### config.mk
export PLATFORM = sky130hd
export DESIGN_NAME = alu_cmd_driver
export DESIGN_NICKNAME = d
export VERILOG_FILES = /design/src/rtl/alu_cmd_driver_pkg.sv /design/src/rtl/alu_rsp_fifo.sv /design/src/rtl/alu_cmd_driver.sv
export SDC_FILE = /design/constraint.sdc
export NUM_CORES = 1
export LEC_CHECK = 0
export CAP_MARGIN = 30
export CORE_MARGIN = 2
export CORE_UTILIZATION = 44
export CTS_CLUSTER_SIZE = 40
export DETAILED_ROUTE_END_ITERATION = 10
export GPL_TIMING_DRIVEN = 0
export PLACE_DENSITY = 0.77
export SYNTH_ARGS = -nofsm -noshare
export SYNTH_HDL_FRONTEND = slang
export SYNTH_SLANG_ARGS = --single-unit
### constraint.sdc
create_clock -name clock -period 3.2 [get_ports clock]
set_input_delay 0.48 -clock clock [delete_from_list [all_inputs] [get_ports clock]]
set_output_delay 0.48 -clock clock [all_outputs]
set_load 0.1 [all_outputs]
### src/rtl/alu_cmd_driver_pkg.sv
// ============================================================================
// Package : alu_cmd_driver_pkg
// Purpose : Shared types for the simple_alu command driver. Defines the ALU
//           opcode, the command/response records, the opcode used to park
//           the ALU between operations, and the driver FSM state encoding.
// Contents: opcode, alu_cmd_t, alu_rsp_t, ALU_PARK_OP, drv_state_e,
//           cmd_is_error()
// Revision: 1.0  initial release
// ============================================================================
`default_nettype none

package alu_cmd_driver_pkg;

  localparam int ALU_DATA_W = 32;

  // Encoding 3'd7 is deliberately left unnamed; it is treated as illegal.
  typedef enum logic [2:0] {
    ADD = 3'd0,
    SUB = 3'd1,
    MUL = 3'd2,
    DIV = 3'd3,
    MOD = 3'd4,
    ACC = 3'd5,
    MAC = 3'd6
  } opcode;

  typedef struct packed {
    opcode                 op;
    logic [ALU_DATA_W-1:0] a;
    logic [ALU_DATA_W-1:0] b;
  } alu_cmd_t;

  typedef struct packed {
    logic [ALU_DATA_W-1:0] data;
    logic                  err;
  } alu_rsp_t;

  // ACC with a_reg == 0 leaves the accumulator untouched.
  localparam opcode ALU_PARK_OP = ACC;

  typedef enum logic [2:0] {
    ST_INIT0 = 3'd0,
    ST_INIT1 = 3'd1,
    ST_IDLE  = 3'd2,
    ST_EXEC  = 3'd3,
    ST_CAPT  = 3'd4
  } drv_state_e;

  // A command errors when it divides by zero or carries an unnamed opcode.
  function automatic logic cmd_is_error(input opcode op, input logic [ALU_DATA_W-1:0] b);
    logic err;
    err = 1'b0;
    case (op)
      ADD, SUB, MUL, ACC, MAC: err = 1'b0;
      DIV, MOD:                err = (b == '0);
      default:                 err = 1'b1;
    endcase
    return err;
  endfunction

endpackage

`default_nettype wire

### src/rtl/alu_rsp_fifo.sv
// ============================================================================
// Module  : alu_rsp_fifo
// Purpose : Shift-register response FIFO. Entry 0 is always the head, so the
//           head data and valid flag come straight from flops.
// Ports   : clock, reset_n     clock / async active-low reset
//           push_i, push_data_i write one response (never while full)
//           pop_i              remove the head (only while valid)
//           valid_o, head_o    head response and its valid flag
//           count_o            number of stored entries
// Revision: 1.0  initial release
// ============================================================================
`default_nettype none

module alu_rsp_fifo
  import alu_cmd_driver_pkg::*;
#(
  parameter int DEPTH = 4,
  localparam int CNT_W = $clog2(DEPTH + 1)
) (
  input  logic             clock,
  input  logic             reset_n,
  input  logic             push_i,
  input  alu_rsp_t         push_data_i,
  input  logic             pop_i,
  output logic             valid_o,
  output alu_rsp_t         head_o,
  output logic [CNT_W-1:0] count_o
);

  alu_rsp_t         mem_q [DEPTH];
  alu_rsp_t         mem_d [DEPTH];
  logic [CNT_W-1:0] count_q;
  logic [CNT_W-1:0] count_d;
  logic [CNT_W-1:0] wr_idx;
  logic             valid_q;

  // On a simultaneous pop the queue shifts down first, so the new entry
  // lands one slot lower than the current count.
  assign wr_idx  = pop_i ? (count_q - 1'b1) : count_q;
  assign count_d = count_q + CNT_W'(push_i) - CNT_W'(pop_i);

  for (genvar g_i = 0; g_i < DEPTH; g_i++) begin : g_slot
    if (g_i == DEPTH - 1) begin : g_last
      assign mem_d[g_i] = (push_i && (wr_idx == CNT_W'(g_i))) ? push_data_i :
                          pop_i                               ? '0          :
                                                                mem_q[g_i];
    end else begin : g_mid
      assign mem_d[g_i] = (push_i && (wr_idx == CNT_W'(g_i))) ? push_data_i   :
                          pop_i                               ? mem_q[g_i+1]  :
                                                                mem_q[g_i];
    end
  end

  always_ff @(posedge clock or negedge reset_n) begin
    if (!reset_n) begin
      for (int i = 0; i < DEPTH; i++) mem_q[i] <= '0;
      count_q <= '0;
      valid_q <= 1'b0;
    end else begin
      for (int i = 0; i < DEPTH; i++) mem_q[i] <= mem_d[i];
      count_q <= count_d;
      valid_q <= (count_d != '0);
    end
  end

  assign valid_o = valid_q;
  assign head_o  = mem_q[0];
  assign count_o = count_q;

endmodule

`default_nettype wire

### src/rtl/alu_cmd_driver.sv
// ============================================================================
// Module  : alu_cmd_driver
// Purpose : Initiator for simple_alu. Accepts {op,a,b} commands, sequences
//           the ALU so each op executes exactly once, and returns {data,err}
//           through a response FIFO. Between ops the ALU is parked
//           (a_reg=b_reg=0, mode=ACC) so its accumulator persists.
// Ports   : clock, reset_n                 clock / async active-low reset
//           cmd_valid/ready, cmd_op/a/b    command channel
//           rsp_valid/ready, rsp_data/err  response channel
//           alu_start/a/b/mode, alu_c      simple_alu interface
// Note    : DATA_W must equal ALU_DATA_W (32) to match simple_alu.
// Revision: 1.0  initial release
// ============================================================================
`default_nettype none

module alu_cmd_driver
  import alu_cmd_driver_pkg::*;
#(
  parameter int DATA_W    = ALU_DATA_W,
  parameter int RSP_DEPTH = 4
) (
  input  logic              clock,
  input  logic              reset_n,
  input  logic              cmd_valid,
  output logic              cmd_ready,
  input  opcode             cmd_op,
  input  logic [DATA_W-1:0] cmd_a,
  input  logic [DATA_W-1:0] cmd_b,
  output logic              rsp_valid,
  input  logic              rsp_ready,
  output logic [DATA_W-1:0] rsp_data,
  output logic              rsp_err,
  output logic              alu_start,
  output logic [DATA_W-1:0] alu_a,
  output logic [DATA_W-1:0] alu_b,
  output opcode             alu_mode,
  input  logic [DATA_W-1:0] alu_c
);

  localparam int CNT_W = $clog2(RSP_DEPTH + 1);

  drv_state_e       state_q;
  opcode            mode_q;
  logic             err_q;

  alu_cmd_t         cmd;
  logic             cmd_err;
  logic             can_issue;
  logic             accept;
  logic [CNT_W:0]   occupancy;

  logic [CNT_W-1:0] fifo_count;
  logic             fifo_push;
  logic             fifo_pop;
  alu_rsp_t         push_rsp;
  alu_rsp_t         head_rsp;

  assign cmd     = '{op: cmd_op, a: cmd_a, b: cmd_b};
  assign cmd_err = cmd_is_error(cmd.op, cmd.b);

  // CAPT pushes on the coming edge, so its slot is reserved here. A pop in
  // the same cycle is not credited, keeping cmd_ready independent of rsp_ready.
  assign can_issue = (state_q == ST_IDLE) || (state_q == ST_CAPT);
  assign occupancy = {1'b0, fifo_count} + {{CNT_W{1'b0}}, (state_q == ST_CAPT)};
  assign cmd_ready = can_issue && (occupancy < (CNT_W+1)'(RSP_DEPTH));
  assign accept    = cmd_valid && cmd_ready;

  // Operands load on the accept edge while mode is still ACC with a_reg=0,
  // so the accumulator is unchanged until EXEC. Error commands load zeros.
  assign alu_start = 1'b1;
  assign alu_a     = (accept && !cmd_err) ? cmd.a : '0;
  assign alu_b     = (accept && !cmd_err) ? cmd.b : '0;
  assign alu_mode  = mode_q;

  always_ff @(posedge clock or negedge reset_n) begin
    if (!reset_n) begin
      state_q <= ST_INIT0;
      mode_q  <= ADD;
      err_q   <= 1'b0;
    end else begin
      case (state_q)
        // ADD with zero operands: INIT0 clears a_reg/b_reg, INIT1 clears acc.
        ST_INIT0: begin
          state_q <= ST_INIT1;
          mode_q  <= ADD;
        end
        ST_INIT1: begin
          state_q <= ST_IDLE;
          mode_q  <= ALU_PARK_OP;
        end
        ST_IDLE, ST_CAPT: begin
          if (accept) begin
            state_q <= ST_EXEC;
            err_q   <= cmd_err;
            mode_q  <= cmd_err ? ALU_PARK_OP : cmd.op;
          end else begin
            state_q <= ST_IDLE;
            mode_q  <= ALU_PARK_OP;
          end
        end
        ST_EXEC: begin
          state_q <= ST_CAPT;
          mode_q  <= ALU_PARK_OP;
        end
        default: begin
          state_q <= ST_INIT0;
          mode_q  <= ADD;
        end
      endcase
    end
  end

  assign fifo_push = (state_q == ST_CAPT);
  assign push_rsp  = '{data: (err_q ? '0 : alu_c), err: err_q};
  assign fifo_pop  = rsp_valid && rsp_ready;

  alu_rsp_fifo #(
    .DEPTH (RSP_DEPTH)
  ) u_rsp_fifo (
    .clock       (clock),
    .reset_n     (reset_n),
    .push_i      (fifo_push),
    .push_data_i (push_rsp),
    .pop_i       (fifo_pop),
    .valid_o     (rsp_valid),
    .head_o      (head_rsp),
    .count_o     (fifo_count)
  );

  assign rsp_data = head_rsp.data;
  assign rsp_err  = head_rsp.err;

endmodule

`default_nettype wire

Yosys cells after proc, flatten, opt, wreduce, memory -nomap -nowiden
Cells that the tools add are included.

Register bits: 143. Word-level logic and storage cells: 73. Output and inout port bits: 103.

Add/sub/neg operators: 4. Reductions and logical operators: 24. Equal/unequal tests: 13. Order comparisons: 1. Mux-type cells: 18.

Operators by type and width (number): $mux 33 (8); $mux 32 (3); $logic_not 32->1 (1); $eq 3x2->1 const B (6); $eq 3x3->1 const B (4); $pmux 3 s4 (1); $eq 3x1->1 const B (3); $logic_not 3->1 (3); $mux 3 (3); $logic_and 1x1->1 (8); $reduce_bool 2->1 (4); $pmux 3 s2 (1); $reduce_or 2->1 (3); $reduce_or 5->1 (1); $add 3x1->4 (1); $lt 4x3->1 const B (1); $add 3x1->3 (1); $reduce_bool 3->1 (1); $sub 3x1->3 (1); $sub 3x1->3 const B (1); $pmux 1 s2 (1); $reduce_and 2->1 (1); $logic_not 1->1 (1); $logic_or 1x1->1 (1); $mux 1 (1).

Depth between registers and ports, before layout
Depth after elaboration: 7. Mapped depth: 12.

By module
A second synthesis with hierarchy kept.

Cell total of the unflattened synthesis: 645. Area total of the unflattened synthesis: 8130.3 sq um.

Modules (own cells, without submodules): alu_rsp_fifo (instances 1, cells an instance 481, area an instance 6886.6 sq um); alu_cmd_driver (instances 1, cells an instance 164, area an instance 1243.7 sq um).

Least setup slack after synthesis
OpenSTA, ideal clock, no wires.

Kind: register to register. From: register u_rsp_fifo.valid_q (netlist: u_rsp_fifo.valid_o). To: register u_rsp_fifo.valid_q (netlist: u_rsp_fifo.valid_o). Data required time: 3.069 ns. Setup time: 0.131 ns. Path slack: -0.633 ns. Arrival time: 3.701 ns. Clock period less this slack: 3.833 ns. Stages on the path, launching flop included: 13. Path buffers: 3. Cells stage by stage: dfrtp_1 nand2_1 inv_1 clkbuf_1 buf_1 clkbuf_1 ha_1 inv_1 ha_1 inv_1 fa_1 inv_1 or3_1.

Word-level cells in the longest chain between the ends: 3.

Ends and longest elaborated chain: start: declaration (line alu_rsp_fifo.sv:35) `logic valid_q;`; start signal: assignment (line alu_rsp_fifo.sv:62) `valid_q <= (count_d != '0);`; $logic_and 1x1->1 (line alu_cmd_driver.sv:115) `assign fifo_pop = rsp_valid && rsp_ready;`; $sub 3x1->3 (line alu_rsp_fifo.sv:40) `assign count_d = count_q + CNT_W'(push_i) - CNT_W'(pop_i);`; via u_rsp_fifo.count_d[1] (line alu_rsp_fifo.sv:33) `logic [CNT_W-1:0] count_d;`; $reduce_bool 3->1 (line alu_rsp_fifo.sv:62).

The timed path passes the listed nets, and every way through them passes these cells. A chain may end at the register's enable or synchronous reset.

Worst setup path after layout
From: register state_q[0]. To: output alu_b[29].

Word-level cells in the longest chain between the ends: 7. Elaborated cells between the ends (all ways): 9. Classes of those cells: 1 x add/sub; 1 x order compare; 2 x eq/ne; 1 x mux; 4 x reduce/logical.

Ends and longest elaborated chain: start: declaration (line alu_cmd_driver.sv:42) `drv_state_e state_q;`; start signal: assignment (line alu_cmd_driver.sv:77) `state_q <= ST_INIT0;`; start signal: assignment (line alu_cmd_driver.sv:84) `state_q <= ST_INIT1;`; start signal: assignment (line alu_cmd_driver.sv:88) `state_q <= ST_IDLE;`; $eq 3x3->1 (line alu_cmd_driver.sv:63, alu_cmd_driver.sv:64); $add 3x1->4 (line alu_cmd_driver.sv:64) `assign occupancy = {1'b0, fifo_count} + {{CNT_W{1'b0}}, (state_q == ST_CAPT)};`; $lt 4x3->1 (line alu_cmd_driver.sv:65) `assign cmd_ready = can_issue && (occupancy < (CNT_W+1)'(RSP_DEPTH));`; $logic_and 1x1->1 * (line alu_cmd_driver.sv:65); $logic_and 1x1->1 * (line alu_cmd_driver.sv:66) `assign accept = cmd_valid && cmd_ready;`; $logic_and 1x1->1 * (line alu_cmd_driver.sv:72) `assign alu_b = (accept && !cmd_err) ? cmd.b : '0;`; $mux 32 * (line alu_cmd_driver.sv:72); end: declaration (line alu_cmd_driver.sv:35) `output logic [DATA_W-1:0] alu_b,`.

Every way passes the cells marked *; elsewhere a longest branch is shown, timed or not.

==> impl_metrics.csv <==
group,metric,value,unit
outcome,status,"finished with violations",
outcome,violations,"hold timing, setup timing",
sta,setup_ws,-0.239,ns
final_layout,nets,1113,
die,die_h,134,um
logic_synthesis,syn_nets,873,
clock_tree,numCtsBuffers,17,
power_and_ir_drop,switching_share,43.9,%
worst_setup_path,crit_buf_inv,4,
placement,place_area,9880,um2
final_layout,postLayoutCoreUtil,69.4,%
power_and_ir_drop,internal_power,5.08,mW
die,die_w,134,um
sta,tightest_slew,1.04,ns
sta,fin_setup_tns,-10.83,ns
power_and_ir_drop,seq_power_share,25.7,%
final_layout,syn_to_final_growth,54.5,%
worst_setup_path,crit_family,"simple AND/OR/NAND/NOR gates",
min_path,hold_path.class,"input port to asynchronous set/reset pin",
placement,hpwl,15400,um
power_and_ir_drop,p_switching,3.97,mW
logic_synthesis,synthFlopType,"dfrtp_1",
sta,setup_violations,60,
logic_synthesis,synth.area.mux_share,9.58,%
clock_tree,clk_path_buf_depth,2,
logic_synthesis,netlist_instances,765,
routing,detail_route.iter0.violations,538,
clock_tree,cts_tree,"done",
worst_setup_path,worst-setup-path-type,"flip-flop to output pin",
logic_synthesis,synth_simple_gate_area_share,18.9,%
routing,routed_wl,24600,um
logic_synthesis,synth_area_per_cell,9.70,um2
routing,ant_nets,0,
placement,numPortBuffers,204,
power_and_ir_drop,vdd_ir_drop_max,0.000490,V
clock_tree,htreeDepth,4,
logic_synthesis,synth_compound_area_share,14.7,%
grt,antenna_found_initial,1,
clock_tree,insertion_delay,0.43,ns
routing,vias,6723,
sta,holdWs,-0.0185,ns
power_and_ir_drop,p_per_area,789,nW/um2
final_layout,multi_input_area,3470,um2
worst_setup_path,crit_required,2.72,ns
sta,fin_crit,3.44,ns
logic_synthesis,synthXorXnorAreaFrac,0.236,%
logic_synthesis,synth_area,7420,um2
logic_synthesis,synth-edff-count,0,
logic_synthesis,yosysSeqAreaShare,48.2,%
die,coreArea,16500,um2
sta,max_freq,291,MHz
clock_tree,cts_root_buf,"clkbuf_16",
die,start_util,44.9,%
job,maxCapViolCount,0,
clock_tree,clkTransAtPathRegs,0.06,ns
placement,place.gp.congestion,0.829,
grt,grt_pass1_vias,7002,
worst_setup_path,cp_cell_sequence,"or3b_4, o21ai_2, or4b_4, a211oi_4, buf_4, buf_6, clkbuf_16, and2_4, buf_12",
power_and_ir_drop,pwr-share-comb,50.0,%
die,rows,47,
sta,slew-limit-headroom,30.5,%
worst_setup_path,start_kind,"flip-flop",
logic_synthesis,yosysWarnings,0,
worst_setup_path,cp-end-kind,"output pin",
grt,track_usage,27.9,%
die,dieArea,17900,um2
power_and_ir_drop,power.clock.fraction,24.4,%
worst_setup_path,arrival,2.96,ns
routing,drc,0,
sta,rsz0062_at_grt,"yes",
worst_setup_path,crit_path_top_delay_cell,"or4b_4",
power_and_ir_drop,cellLeakagePower,5.13,nW
sta,slew_violations,0,
worst_setup_path,critPathMaxFanout,5,
routing,wire_per_inst,19.9,um
grt,grt.overflow.total,0,
die,ios,206,
sta,hold_viol,8,
routing,vias_per_cell,5.43,
final_layout,final_area,11500,um2
logic_synthesis,synth_top_family_by_area,"simple AND/OR/NAND/NOR gates",
clock_tree,cts_sinks,143,
final_layout,final_layout_size_suffix_gt1_share,27.6,%
grt,grt_max_degree,96,
worst_setup_path,cpPeakStageDelay,0.51,ns
logic_synthesis,synth.distinct_cells,39,
final_layout,seqCellArea,3580,um2
final_layout,nFillCells,1126,
sta,min_period_over_period,107,%
logic_synthesis,ys_async_sr_fraction,100,%
routing,drt_first_pass_iters,5,
logic_synthesis,ys_seq_elements,143,
logic_synthesis,yosys.area_share.adder,0.944,%
grt,grt_first_pass_wirelength,38500,um
sta,clock_skew,0.00653,ns
-- worst register-to-register path: cells and delay by family, from the launching register on --
family / cells / cell delay [ns]
AO/OA/AOI/OAI: 2 / 0.27
adder cells (fa/ha/maj): 1 / 0.39
flip-flops: 1 / 0.48
buffers and inverters: 5 / 1.19
AND/OR/NAND/NOR: 2 / 0.59
-- layout make-up --
class / instances / share of cell area (%)
clock inverters: 9 / 1.58
flip-flops and latches: 143 / 31.2
well taps: 220 / 2.40
repair buffers: 226 / 25.3
plain buffers: 86 / 4.64
inverters: 10 / 0.360
multi-input cells: 521 / 30.3
clock buffers: 22 / 4.14
diodes: 1 / 0.0218
-- placed cells by master, fill, tap and decap left out, drive strengths merged, types with 2 or more instances in the layout --
| cell type | instances |
|---|---|
| dfrtp | 143 |
| clkdlybuf4s50 | 138 |
| buf | 135 |
| and2 | 129 |
| nand2 | 106 |
| a21oi | 68 |
| a211oi | 65 |
| clkbuf | 60 |
| o21ai | 38 |
| mux2i | 35 |
| mux2 | 32 |
| inv | 9 |
| nor2 | 8 |
| nor4 | 8 |
| bufinv | 5 |
| clkinvlp | 4 |
| ha | 4 |
| nor3 | 4 |
| nor2b | 2 |
| nand4 | 2 |
| a31oi | 2 |
| o21bai | 2 |
| or3 | 2 |
| a32oi | 2 |
-- sequential cells by signal, summed over array words and instances, names as in the netlist --
| register | count |
|---|---|
| alu_mode | 3 |
| err_q | 1 |
| state_q | 3 |
| u_rsp_fifo.count_o | 3 |
| u_rsp_fifo.head_o | 33 |
| u_rsp_fifo.mem_q | 99 |
| u_rsp_fifo.valid_o | 1 |
-- power groups by stage --
stage	registers [mW]	clock network [mW]	logic, mW
after global placement	2.34	0	3.96
after floorplan	2.42	0	2.89
after CTS	2.31	2.21	4.44
final	2.32	2.20	4.52
after detailed placement	2.34	0	4.01
after global routing	2.36	2.29	4.74
-- layer usage --
metal	part of all wire, %	track usage, %	vias up
met1	38	32.5	3317
met2	52	48.0	280
met5	0	0	-
li1	-	-	3079
met4	3.3	11.8	0
met3	7.1	8.35	47
-- cell usage after synthesis, drive strengths merged, types with 2 or more instances --
cell	number	area share (%)
mux2	32	4.9
nor4	8	0.67
or3	2	0.17
nand4	2	0.17
mux2i	35	4.7
nor2	8	0.40
dfrtp	143	48
ha	4	0.67
o21ai	38	2.6
clkbuf	41	2.1
a211oi	65	6.7
buf	50	4.8
inv	10	0.51
a32oi	2	0.24
nand2	106	5.4
nor2b	2	0.17
o21bai	2	0.20
nor3	4	0.27
a31oi	2	0.17
and2	129	11
a21oi	68	4.6
-- final timing paths --
| kind | start | end | slack [ns] | cells past startpoint |
|---|---|---|---|---|
| max in group asynchronous | reset_n | u_rsp_fifo.mem_q[31] | 2.37 | 2 |
| min in group clock | u_rsp_fifo.mem_q[31] | u_rsp_fifo.mem_q[31] | 0.52 | 2 |
| max | state_q[0] | alu_b[29] | -0.24 | 9 |
| min | reset_n | u_rsp_fifo.head_o[3] | -0.02 | 1 |
| max reg2reg | u_rsp_fifo.valid_o | u_rsp_fifo.head_o[29] | 0.20 | 10 |
| min reg2reg | u_rsp_fifo.mem_q[31] | u_rsp_fifo.mem_q[31] | 0.52 | 2 |
-- per-stage QoR --
| stage | setup WS, ns | power (mW) | hold WS (ns) | cells |
|---|---|---|---|---|
| after detailed placement | -1.63 | 6.35 | 0.458 | 1191 |
| after global routing | -0.281 | 9.39 | 0.0233 | 1238 |
| after floorplan | -0.0795 | 5.31 | 0.184 | 765 |
| after CTS | -0.232 | 8.95 | 0.0151 | 1234 |
| after global placement | -5.17 | 6.30 | 0.508 | 1189 |
| final | -0.239 | 9.05 | -0.0185 | 1238 |
-- logic make-up (layout without fill, tap and decap cells) --
logic type               count (synthesis)  in the layout
AO/OA/AOI/OAI                          179            179
XOR/XNOR                                 2              2
adder cells (fa/ha/maj)                  5              5
buffers and inverters                  101            353
flip-flops                             143            143
multiplexers                            67             67
other                                    1              2
AND/OR/NAND/NOR                        267            267
-- timing repair --
action,in CTS,in global routing
cloned,4,2
hold buffers,0,0
resized for setup,642,24
setup buffers,13,4
endpoints found under the setup margin,200,192
pin swaps,28,11
(Power assumes the default switching activity.)
